### config.mk
export PLATFORM = sky130hd
export DESIGN_NAME = imem_loader
export DESIGN_NICKNAME = d
export VERILOG_FILES = /design/src/rtl/imem_loader.sv
export SDC_FILE = /design/constraint.sdc
export NUM_CORES = 1
export LEC_CHECK = 0
export CORE_ASPECT_RATIO = 1.4
export CORE_UTILIZATION = 59
export DETAILED_ROUTE_END_ITERATION = 16
export PLACE_DENSITY_LB_ADDON = 0.1
export SLEW_MARGIN = 20
export SYNTH_ARGS = -nofsm -noshare
export SYNTH_HDL_FRONTEND = slang
export SYNTH_SLANG_ARGS = --single-unit
### constraint.sdc
create_clock -name clk -period 5.7 [get_ports clk]
set_input_delay 0.57 -clock clk [delete_from_list [all_inputs] [get_ports clk]]
set_output_delay 0.57 -clock clk [all_outputs]
set_load 0.005 [all_outputs]
### src/rtl/imem_loader.sv
// Boot-time instruction-memory loader: receives a length-prefixed, XOR-checked byte
// frame, writes big-endian 32-bit words from address 0, and holds the CPU until it succeeds.
module imem_loader #(
  parameter int ADDR_W = 8
) (
  input  logic              clk,
  input  logic              reset,
  input  logic              start,
  input  logic              in_valid,
  input  logic [7:0]        in_data,
  output logic              in_ready,
  output logic              imem_we,
  output logic [ADDR_W-1:0] imem_addr,
  output logic [31:0]       imem_wdata,
  output logic              cpu_hold,
  output logic              busy,
  output logic              done,
  output logic              err,
  output logic [ADDR_W:0]   words_loaded
);

  localparam logic [16:0] DEPTH = 17'(2 ** ADDR_W);

  typedef enum logic [2:0] {
    S_IDLE, S_LEN_HI, S_LEN_LO, S_WORD, S_CKSUM, S_DONE, S_ERROR
  } state_t;

  state_t      state, state_next;
  logic [7:0]  len_hi;
  logic [15:0] len;
  logic [7:0]  xor_acc;
  logic [23:0] shift;
  logic [1:0]  byte_idx;

  logic        accept;
  logic        can_start;
  logic        last_byte;
  logic        last_word;
  logic [15:0] len_rx;
  logic        active_next;

  assign accept    = in_valid && in_ready;
  assign can_start = start && (state == S_IDLE || state == S_DONE || state == S_ERROR);
  assign last_byte = (byte_idx == 2'd3);
  assign len_rx    = {len_hi, in_data};
  // Words already committed equal words_loaded here: each write finishes long before the
  // next word's fourth byte can arrive.
  assign last_word = (17'(words_loaded) + 17'd1) == {1'b0, len};

  always_comb begin
    // NOTE: every combinational output gets a default first so no path can infer a latch.
    state_next = state;
    unique case (state)
      S_IDLE, S_DONE, S_ERROR: if (start) state_next = S_LEN_HI;
      S_LEN_HI: if (accept) state_next = S_LEN_LO;
      S_LEN_LO: begin
        if (accept) begin
          if ({1'b0, len_rx} > DEPTH)  state_next = S_ERROR;
          else if (len_rx == 16'd0)    state_next = S_CKSUM;
          else                         state_next = S_WORD;
        end
      end
      S_WORD:  if (accept && last_byte && last_word) state_next = S_CKSUM;
      S_CKSUM: if (accept) state_next = (in_data == xor_acc) ? S_DONE : S_ERROR;
      default: state_next = S_IDLE;
    endcase
  end

  assign active_next = (state_next == S_LEN_HI) || (state_next == S_LEN_LO) ||
                       (state_next == S_WORD)   || (state_next == S_CKSUM);

  // NOTE: sequential state uses non-blocking assignments so every flop samples pre-edge values.
  always_ff @(posedge clk or posedge reset) begin
    if (reset) begin
      state        <= S_IDLE;
      in_ready     <= 1'b0;
      imem_we      <= 1'b0;
      imem_addr    <= '0;
      imem_wdata   <= '0;
      cpu_hold     <= 1'b1;
      busy         <= 1'b0;
      done         <= 1'b0;
      err          <= 1'b0;
      words_loaded <= '0;
      len_hi       <= '0;
      len          <= '0;
      xor_acc      <= '0;
      shift        <= '0;
      byte_idx     <= '0;
    end else begin
      state    <= state_next;
      // Status flags are registered copies of the next-state decode, so in_ready has no
      // combinational dependence on in_valid.
      in_ready <= active_next;
      busy     <= active_next;
      done     <= (state_next == S_DONE);
      err      <= (state_next == S_ERROR);
      cpu_hold <= (state_next != S_DONE);
      imem_we  <= 1'b0;

      if (imem_we) words_loaded <= words_loaded + (ADDR_W+1)'(1);

      if (can_start) begin
        words_loaded <= '0;
        xor_acc      <= '0;
        byte_idx     <= '0;
      end else if (accept) begin
        unique case (state)
          S_LEN_HI: begin
            len_hi  <= in_data;
            xor_acc <= xor_acc ^ in_data;
          end
          S_LEN_LO: begin
            len     <= len_rx;
            xor_acc <= xor_acc ^ in_data;
          end
          S_WORD: begin
            xor_acc  <= xor_acc ^ in_data;
            shift    <= {shift[15:0], in_data};
            byte_idx <= byte_idx + 2'd1;
            if (last_byte) begin
              imem_we    <= 1'b1;
              imem_addr  <= words_loaded[ADDR_W-1:0];
              imem_wdata <= {shift, in_data};
            end
          end
          default: ;
        endcase
      end
    end
  end

endmodule
# [Yosys cells after proc, flatten, opt, wreduce, memory -nomap -nowiden]
# Cells that the tools add are included.
[word_totals] regBits=115 latch_bits=0 ram_bits=0 rom_bits=0 in_bits=12 output_inout_bits=55 word_cells=80 memories=0
[op_classes] addsub=3 mul=0 div=0 order_cmp=1 eq_ne=16 shift=0 n_mux=21 n_bitwise=2 n_reduce_logical=23
[ops] operator="two-way mux 8 bit" count=3
[ops] operator="two-way mux 3 bit" count=7
[ops] operator="equality test 3 bit, second input constant" count=6
[ops] operator="two-way mux 9 bit" count=2
[ops] operator="equality test 10 x 16 -> 1 bit" count=1
[ops] operator="greater-than comparator 16 x 9 -> 1 bit, second input constant" count=1
[ops] operator="logical NOT 16 bit" count=1
[ops] operator="case mux 3 bit (5 select lines)" count=1
[ops] operator="equality test 3 x 2 -> 1 bit, second input constant" count=4
[ops] operator="adder 9 x 1 -> 10 bit, second input constant" count=1
[ops] operator="adder 9 x 1 -> 9 bit, second input constant" count=1
[ops] operator="AND reduction 3 bit" count=3
[ops] operator="equality test 8 bit" count=1
[ops] operator="two-way mux 2 bit" count=4
[ops] operator="nonzero test 2 bit" count=4
[ops] operator="XOR 8 bit" count=1
[ops] operator="equality test 3 x 1 -> 1 bit, second input constant" count=2
[ops] operator="OR reduction 3 bit" count=2
[ops] operator="logical OR 1 bit" count=5
[ops] operator="logical AND 1 bit" count=4
[ops] operator="two-way mux 1 bit" count=4
[ops] operator="AND reduction 2 bit" count=2
[ops] operator="AND reduction 4 bit" count=1
[ops] operator="logical NOT 3 bit" count=1
[ops] operator="other kinds (4)" count=4

# [Depth between registers and ports, before layout]
# Gate-level depths: netlist of run 1.
[logic_depth] ltp_word=9 mapped_depth=8 ltp_nobuf=7

# [Worst setup path before layout of run 1]
# No wires, ideal clock.
[synth_path] path_type="input port to flip-flop" start="input in_data[2]" end="register busy" setup_time_ns=0.076 t_arrival_ns=2.104 required_ns=5.624 setup_slack_ns=3.519 cell_stages=6 cell_sequence="or4_4 or2_4 a2111o_1 or3b_1 nor2b_1 o21ai_1"
[synth_via] elab_chain_len=9
[synth_rtl] item="start, declared" line="10" source="input logic [7:0] in_data,"
[synth_rtl] item="parallel branches: the longest is 4 deep, another holds greater-than comparator 16 x 9 -> 1 bit"
[synth_rtl] item="case mux 3 bit (5 select lines) *" line="53" source="unique case (state)"
[synth_rtl] item="equality test 3 x 1 -> 1 bit or equality test 3 x 2 -> 1 bit (tied branches)" line="69" source="assign active_next = (state_next == S_LEN_HI) || (state_next == S_LEN_LO) ||"
[synth_rtl] item="logical OR 1 bit (2 in series)" line="69"
[synth_rtl] item="logical OR 1 bit *" line="70" source="(state_next == S_WORD) || (state_next == S_CKSUM);"
[synth_rtl] item="via active_next" line="40" source="logic active_next;"
[synth_rtl] item="end signal, assigned" line="95" source="busy <= active_next;"
[synth_rtl] item="end, declared" line="16" source="output logic busy,"
# Mark *: on every way through the listed nets, which the timed path passes.
# A chain may end at the register's enable or synchronous reset.

# [Worst setup path after layout of run 1]
[layout_path] start="input in_valid" end="register imem_wdata[5]"
[layout_via] elab_chain_len=2
[layout_rtl] item="start, declared" line="9" source="input logic in_valid,"
[layout_rtl] item="logical AND 1 bit" line="42" source="assign accept = in_valid && in_ready;"
[layout_rtl] item="AND reduction 4 bit (no source line)"
[layout_rtl] item="end signal, assigned" line="124" source="imem_wdata <= {shift, in_data};"
[layout_rtl] item="end, declared" line="14" source="output logic [31:0] imem_wdata,"
# No other way between the ends.

==> out/summary.txt, run 1 <==
Final HPWL DP -> 6710 um
setup ws final -> 2.91 ns
# setup viols final -> 0
outcome -> complete, no violations
# IOs -> 67
critical path's largest stage delay -> 0.64 ns
Initial Util -> 61.2%
ys flop type -> dfrtp_1
total global routing overflow -> 0
Worst Hold Depth -> 2
Synth cell types -> 50
Slew @ Worst Pin -> 1.08 ns
crit path max fanout -> 42
clock skew -> 0.00510 ns
design area -> 0.00638 sq mm
CTS clk-pin slew, worst paths -> 0.05 ns
Max Cap Violations -> 0
Final Cycle Share -> 49.0%
Die X -> 80.2 um
Max Freq -> 0.358 GHz
Die Area -> 0.00894 sq mm
Slew HR -> 27.9%
Syn Nets -> 408
crit path kind -> in2reg
Final ANT Viol Nets -> 0
Pwr Density -> 546 mW/mm^2
max-slew violation count -> 0
setup_tns -> 0 ns
Syn Area/Cell -> 12.8 sq um
initial drt markers -> 157
HP Class -> reg2reg
nets@finish -> 476
crit path time final -> 2.79 ns
synthesized-area fraction occupied by adder cells -> 0.496%
share of post-route cells with drive strength above 1 -> 26.8%
worst path cell trace -> clkdlybuf4s50_1, nand2_1, nor3_2, buf_4, nand2_2, mux2_2
endpoints failing hold -> 0
async set-reset flop share out of synthesis -> 100%
Final Wtd Congestion -> 0.831
CP endpoint kind -> flop
Setup Buffers After CTS -> 0
# diodes -> 0
number of clock sinks -> 115
CTS Buf Count -> 17
Cell Area, Synth -> 0.00505 sq mm
Warnings, synthesis -> 0
flops & latches, synth -> 115
startpoint types -> input pin
initial antenna violation count -> 0
Leak -> 0.00274 uW
WL/cell -> 18.5 um
vias in the first global route -> 3554
simple logic cell fraction of the synthesized area -> 10.2%
CTS tree -> done
H-tree Lvls -> 4
Rows -> 39
Place WS -> 2.50 ns
DRC -> 0
worst endpoint data arrival time -> 3.08 ns
total track usage -> 27.4%
WL final -> 10700 um
Post-synth EDFFs -> 0
R2R cell count -> 5
mux contribution to synthesized area -> 19.8%
post-DR vias/cell -> 5.81
Gate Count Post-Synth -> 394
Vias -> 3349
Placeable Area -> 0.00825 sq mm
Post-CTS Hold Buffers -> 0
DRT Pass-1 Iters -> 4
CP max stage cell -> nand2_2
first-pass GRT wire length -> 18000 um
clock root cell -> clkbuf_16
CTS max path bufs -> 2
Layout Area Growth over Synthesis -> 26.4%
Resized cells post-CTS -> 0
sequential element share of the synthesized area -> 57.0%
Peak VDD IR -> 0.335 mV
pin count of the biggest net entering global routing -> 71
RSZ-0062 raised after global routing -> false
height of the die -> 111 um
Required @ worst endpoint -> 5.99 ns
post-synthesis xor/xnor area fraction -> 6.07%
largest family of logic cells by synthesized area -> multiplexers
Synth Area in Compound Gates -> 4.01%
Placed Instance Area -> 0.00577 sq mm
IO buf count -> 66
Worst-Skew Late Latency -> 0.41 ns
==> layout by cell type (no fill, tap or decap), types with 7 or more instances in the layout <==
| cell | instances |
|---|---|
| nand3_1 | 7 |
| xnor2_1 | 17 |
| nand2_1 | 20 |
| mux2_2 | 83 |
| xor2_1 | 18 |
| dfrtp_1 | 114 |
| clkbuf_16 | 17 |
| nand4_1 | 11 |
| clkdlybuf4s50_1 | 66 |
| nor3_1 | 7 |
| nor2_1 | 26 |
==> cell usage after synthesis, types with 2 or more instances <==
cell type	n	share of area, %
nor3b_1	2	0.30
o21ai_0	5	0.50
nor4_1	3	0.37
nand2_1	21	1.6
mux2_1	5	1.1
inv_1	5	0.37
nor2b_1	3	0.37
a31oi_1	4	0.50
o21ai_1	2	0.20
xor2_1	18	3.1
ha_1	2	0.50
buf_4	5	0.74
xnor2_1	17	2.9
a41oi_1	2	0.35
nand3_1	7	0.69
dfrtp_1	114	57
clkbuf_1	9	0.67
a311oi_1	2	0.35
nor3_1	8	0.79
buf_2	4	0.40
buf_1	3	0.22
a21oi_1	3	0.30
nand2b_1	4	0.50
o21bai_1	2	0.30
mux2_2	83	19
or3b_1	2	0.35
nor2_1	26	1.9
nand4_1	11	1.4
==> sequential cells by signal, indices dropped and copies added (netlist names) <==
register,flops
busy,1
byte_idx,2
cpu_hold,1
done,1
err,1
imem_addr,8
imem_wdata,32
imem_we,1
len,16
len_hi,8
shift,24
state,3
words_loaded,9
xor_acc,8
==> cell type report <==
class / count / area, sq um
sequential: 115 / 2880
multi-input combinational: 253 / 2060
fill: 510 / 1870
timing repair buffer: 70 / 691
clock buffer: 23 / 508
tap: 102 / 128
clock inverter: 8 / 98.8
inverter: 5 / 21.3
==> worst paths after layout <==
path	from	to	slack, ns
max	in_valid	imem_wdata[5]$_DFFE_PP0P_	2.91
min	imem_addr[4]$_DFFE_PP0P_	imem_addr[4]$_DFFE_PP0P_	0.49
max reg2reg	state[0]$_DFF_PP0_	imem_wdata[5]$_DFFE_PP0P_	3.17
min reg2reg	imem_addr[4]$_DFFE_PP0P_	imem_addr[4]$_DFFE_PP0P_	0.49
max in group asynchronous	reset	imem_wdata[7]$_DFFE_PP0P_	3.91
min in group asynchronous	reset	imem_wdata[2]$_DFFE_PP0P_	0.68
==> worst max-delay path: cells and delay by family <==
kind	cells	cell delay [ns]
multiplexers	1	0.52
AND/OR/NAND/NOR	3	1.03
buffers and inverters	2	0.93
==> cells by family after synthesis <==
group,count (synthesis)
DFF,115
and+or+nand+nor,98
muxes,89
xor gates and xnor gates,35
AOI/OAI and AO/OA,29
buffers and inverters,26
adders and majority gates,2
==> routing by layer <==
metal | GRT usage [%] | share of wire, % | up-vias
met3 | 6.23 | 3.8 | 27
met2 | 43.9 | 51 | 98
met4 | 14.9 | 3.2 | 0
li1 | - | - | 1526
met1 | 34.0 | 42 | 1698
met5 | 0 | 0 | -
==> through the flow <==
stage | hold slack, ns | power (uW) | utilization, % | std cells
floorplan | 0.473 | 1940 | - | 394
global placement | 0.467 | 2360 | 70.0 | 545
detailed placement | 0.485 | 2410 | 70.0 | 545
CTS | 0.497 | 3510 | 77.4 | 576
global route | 0.517 | 3680 | 77.4 | 576
finish | 0.489 | 3480 | 77.4 | 576
==> power by group <==
group / total [uW] / switching [uW] / internal [uW]
registers: 1420 / 253 / 1170
logic: 991 / 370 / 621
clock network: 1070 / 359 / 708
Note: power is estimated with default switching activity, not from simulation.
==> run 2, diff against run 1 <==
--- a/config.mk
+++ b/config.mk
@@ -6,7 +6,7 @@
 export NUM_CORES = 1
 export LEC_CHECK = 0
 export CORE_ASPECT_RATIO = 1.4
-export CORE_UTILIZATION = 59
+export CORE_UTILIZATION = 55
 export DETAILED_ROUTE_END_ITERATION = 16
 export PLACE_DENSITY_LB_ADDON = 0.1
 export SLEW_MARGIN = 20
==> constraint.sdc (replaced) <==
create_clock -name clk -period 2.8 [get_ports clk]
set_input_delay 0.28 -clock clk [delete_from_list [all_inputs] [get_ports clk]]
set_output_delay 0.28 -clock clk [all_outputs]
set_load 0.005 [all_outputs]
==> run 2 against run 1 <==
Clock skew up 0.0021 ns. Global-route usage fell by 2.5 points. Wire length rose by 4.8%. Sequential share of layout area fell by 1.8 points. Setup slack got worse by 2.5 ns. Clock power grew to 2.5 times the previous value. Die area up 7.1%. First-iteration DRC count is 2.5% higher. Register-to-register slack lost 2.8 ns. Via count grew 1.9%. Critical endpoint is now cpu_hold$_DFF_PP1_.
==> out/summary.txt, run 2 (synthesis results as in run 1) <==
Vias -> 3413 (+1.9%)
startpoint types -> flop
Max Cap Violations -> 0 (unchanged)
setup_tns -> 0 ns (unchanged)
Worst R2R End -> cpu_hold$_DFF_PP1_
total track usage -> 24.9% (-2.5 points)
reg2reg setup slack -> 0.41 ns (-2.76 ns)
Slew HR -> 55.1% (+27 points)
# IOs -> 67 (unchanged)
Required @ worst endpoint -> 3.14 ns (-2.85 ns)
largest registers -> imem_wdata: 32 flops, shift: 24 flops, len: 16 flops
RSZ-0062 raised after global routing -> false
FF-to-FF Start -> words_loaded[0]$_DFFE_PP0P_
Peak VDD IR -> 0.766 mV (+130%)
fillers -> 591 (+16%)
H-tree Lvls -> 4 (unchanged)
Final HPWL DP -> 7160 um (+6.7%)
DRC -> 0 (unchanged)
CTS max path bufs -> 2 (unchanged)
most common cell after layout, fill and taps aside -> dfrtp_1
pin count of the biggest net entering global routing -> 116 (+63%)
most frequent cells in the layout -> 114 x dfrtp_1, 83 x mux2_2, 66 x clkdlybuf4s50_1
Setup Buffers After CTS -> 0 (unchanged)
CTS clk-pin slew, worst paths -> 0.06 ns (about the same)
outcome -> complete, no violations
endpoints failing hold -> 0 (unchanged)
Final ANT Viol Nets -> 0 (unchanged)
Placeable Area -> 0.00898 sq mm (+8.9%)
Die Area -> 0.00957 sq mm (+7.1%)
CTS tree -> done
Slew @ Worst Pin -> 0.670 ns (-0.407 ns)
setup ws final -> 0.405 ns (-2.50 ns)
Final Power -> 7620 uW (+120%)
CP bufs+invs -> 0 (-2)
CP max stage cell -> dfrtp_1
Pwr Density -> 1150 mW/mm^2 (+110%)
WL final -> 11200 um (+4.8%)
# diodes -> 0 (unchanged)
Place WS -> 0.286 ns (-2.21 ns)
max reg flops -> 32 (unchanged)
Final Wtd Congestion -> 0.865 (+4.1%)
Leak -> 0.00287 uW (+4.7%)
WL/cell -> 18.8 um (+1.3%)
register name with the most flops -> imem_wdata
CP top delay family -> simple AND/OR/NAND/NOR gates
initial antenna violation count -> 0 (unchanged)
clock skew -> 0.00721 ns (+0.00211 ns)
HP Class -> in2async
WHS -> 0.396 ns (-0.0932 ns)
critical path's largest stage delay -> 0.56 ns (-0.08 ns)
Final Cycle Share -> 85.5%
Die X -> 83.0 um (+3.5%)
first-pass GRT wire length -> 18100 um (+0.38%)
max-slew violation count -> 0 (unchanged)
Worst-Skew Late Latency -> 0.42 ns (about the same)
total global routing overflow -> 0 (unchanged)
R2R cell count -> 6 (+1)
CTS Buf Count -> 17 (unchanged)
crit path max fanout -> 9 (-79%)
worst endpoint data arrival time -> 2.73 ns (-0.35 ns)
Rows -> 41 (+5.1%)
vias in the first global route -> 3417 (-3.9%)
Layout Area Growth over Synthesis -> 31.6%
Resized cells post-CTS -> 0 (unchanged)
height of the die -> 115 um (+3.5%)
crit path kind -> reg2reg
Post-CTS Hold Buffers -> 0 (unchanged)
number of clock sinks -> 115 (unchanged)
clock root cell -> clkbuf_16
post-DR vias/cell -> 5.73 (-1.5%)
Initial Util -> 56.2% (-5.0 points)
DRT Pass-1 Iters -> 4 (unchanged)
nets@finish -> 490 (+2.9%)
worst path cell trace -> ha_1, a31oi_1, or3b_1, nor4b_2, a41oi_1, or2_1
IO buf count -> 66 (unchanged)
# setup viols final -> 0 (unchanged)
share of post-route cells with drive strength above 1 -> 29.0% (+2.2 points)
crit path time final -> 2.39 ns
initial drt markers -> 161 (+2.5%)
Max Freq -> 0.418 GHz
CP endpoint kind -> flop
[run 2: worst reg2reg max path, cell delays in order (launching register included)]
cell,delay (ns)
dfrtp_1,0.56
ha_1,0.37
a31oi_1,0.13
or3b_1,0.37
nor4b_2,0.37
a41oi_1,0.24
or2_1,0.28
[run 2: final cells by class]
type / count / area [sq um] / share of cell area [%]
timing repair buffer: 84 / 821 / 12.4
tap: 107 / 134 / 2.02
clock inverter: 13 / 278 / 4.18
sequential: 115 / 2880 / 43.3
clock buffer: 19 / 453 / 6.82
inverter: 5 / 22.5 / 0.339
multi-input combinational: 253 / 2060 / 30.9
[run 2: stage by stage]
stage | instance area (sq um) | util [%] | std cells
after floorplan | 5050 | - | 394
after global placement | 5910 | 65.9 | 564
after detailed placement | 5910 | 65.9 | 564
after CTS | 6640 | 74.0 | 596
after global routing | 6640 | 74.0 | 596
final | 6640 | 74.0 | 596
[run 2: worst max path at each step]
stage | start | to | slack [ns] | cells after the start
final | words_loaded[0]$_DFFE_PP0P_ | cpu_hold$_DFF_PP1_ | 0.41 | 6
after detailed placement | in_data[4] | busy$_DFF_PP0_ | 0.29 | 7
after floorplan | words_loaded[1]$_DFFE_PP0P_ | cpu_hold$_DFF_PP1_ | 0.70 | 7
after global routing | words_loaded[0]$_DFFE_PP0P_ | err$_DFF_PP0_ | 0.30 | 7
after CTS | words_loaded[0]$_DFFE_PP0P_ | cpu_hold$_DFF_PP1_ | 0.42 | 6
after global placement | in_data[4] | busy$_DFF_PP0_ | 0.27 | 7
[run 2: report_power, final]
| group | internal, uW | switching [uW] | leakage, uW |
|---|---|---|---|
| clock | 1900 | 781 | 0.000349 |
| combinational | 1280 | 764 | 0.00108 |
| sequential | 2380 | 513 | 0.00144 |
[run 2: metal layers]
| layer | vias to the layer above | routed length [um] | share of wire (%) | track usage, % |
|---|---|---|---|---|
| met2 | 72 | 5960 | 53 | 43.2 |
| met1 | 1767 | 4650 | 42 | 30.1 |
| li1 | 1556 | - | - | - |
| met4 | 0 | 202 | 1.8 | 9.31 |
| met3 | 18 | 378 | 3.4 | 6.32 |
| met5 | - | 0 | 0 | 0 |
==> run 3, diff against run 2 <==
--- a/config.mk
+++ b/config.mk
@@ -9,6 +9,7 @@
 export CORE_UTILIZATION = 55
 export DETAILED_ROUTE_END_ITERATION = 16
 export PLACE_DENSITY_LB_ADDON = 0.1
+export SKIP_CTS_REPAIR_TIMING = 1
 export SLEW_MARGIN = 20
 export SYNTH_ARGS = -nofsm -noshare
 export SYNTH_HDL_FRONTEND = slang
==> results of run 3 <==
No change in the layout: final DEF, timing and power equal those of run 2.
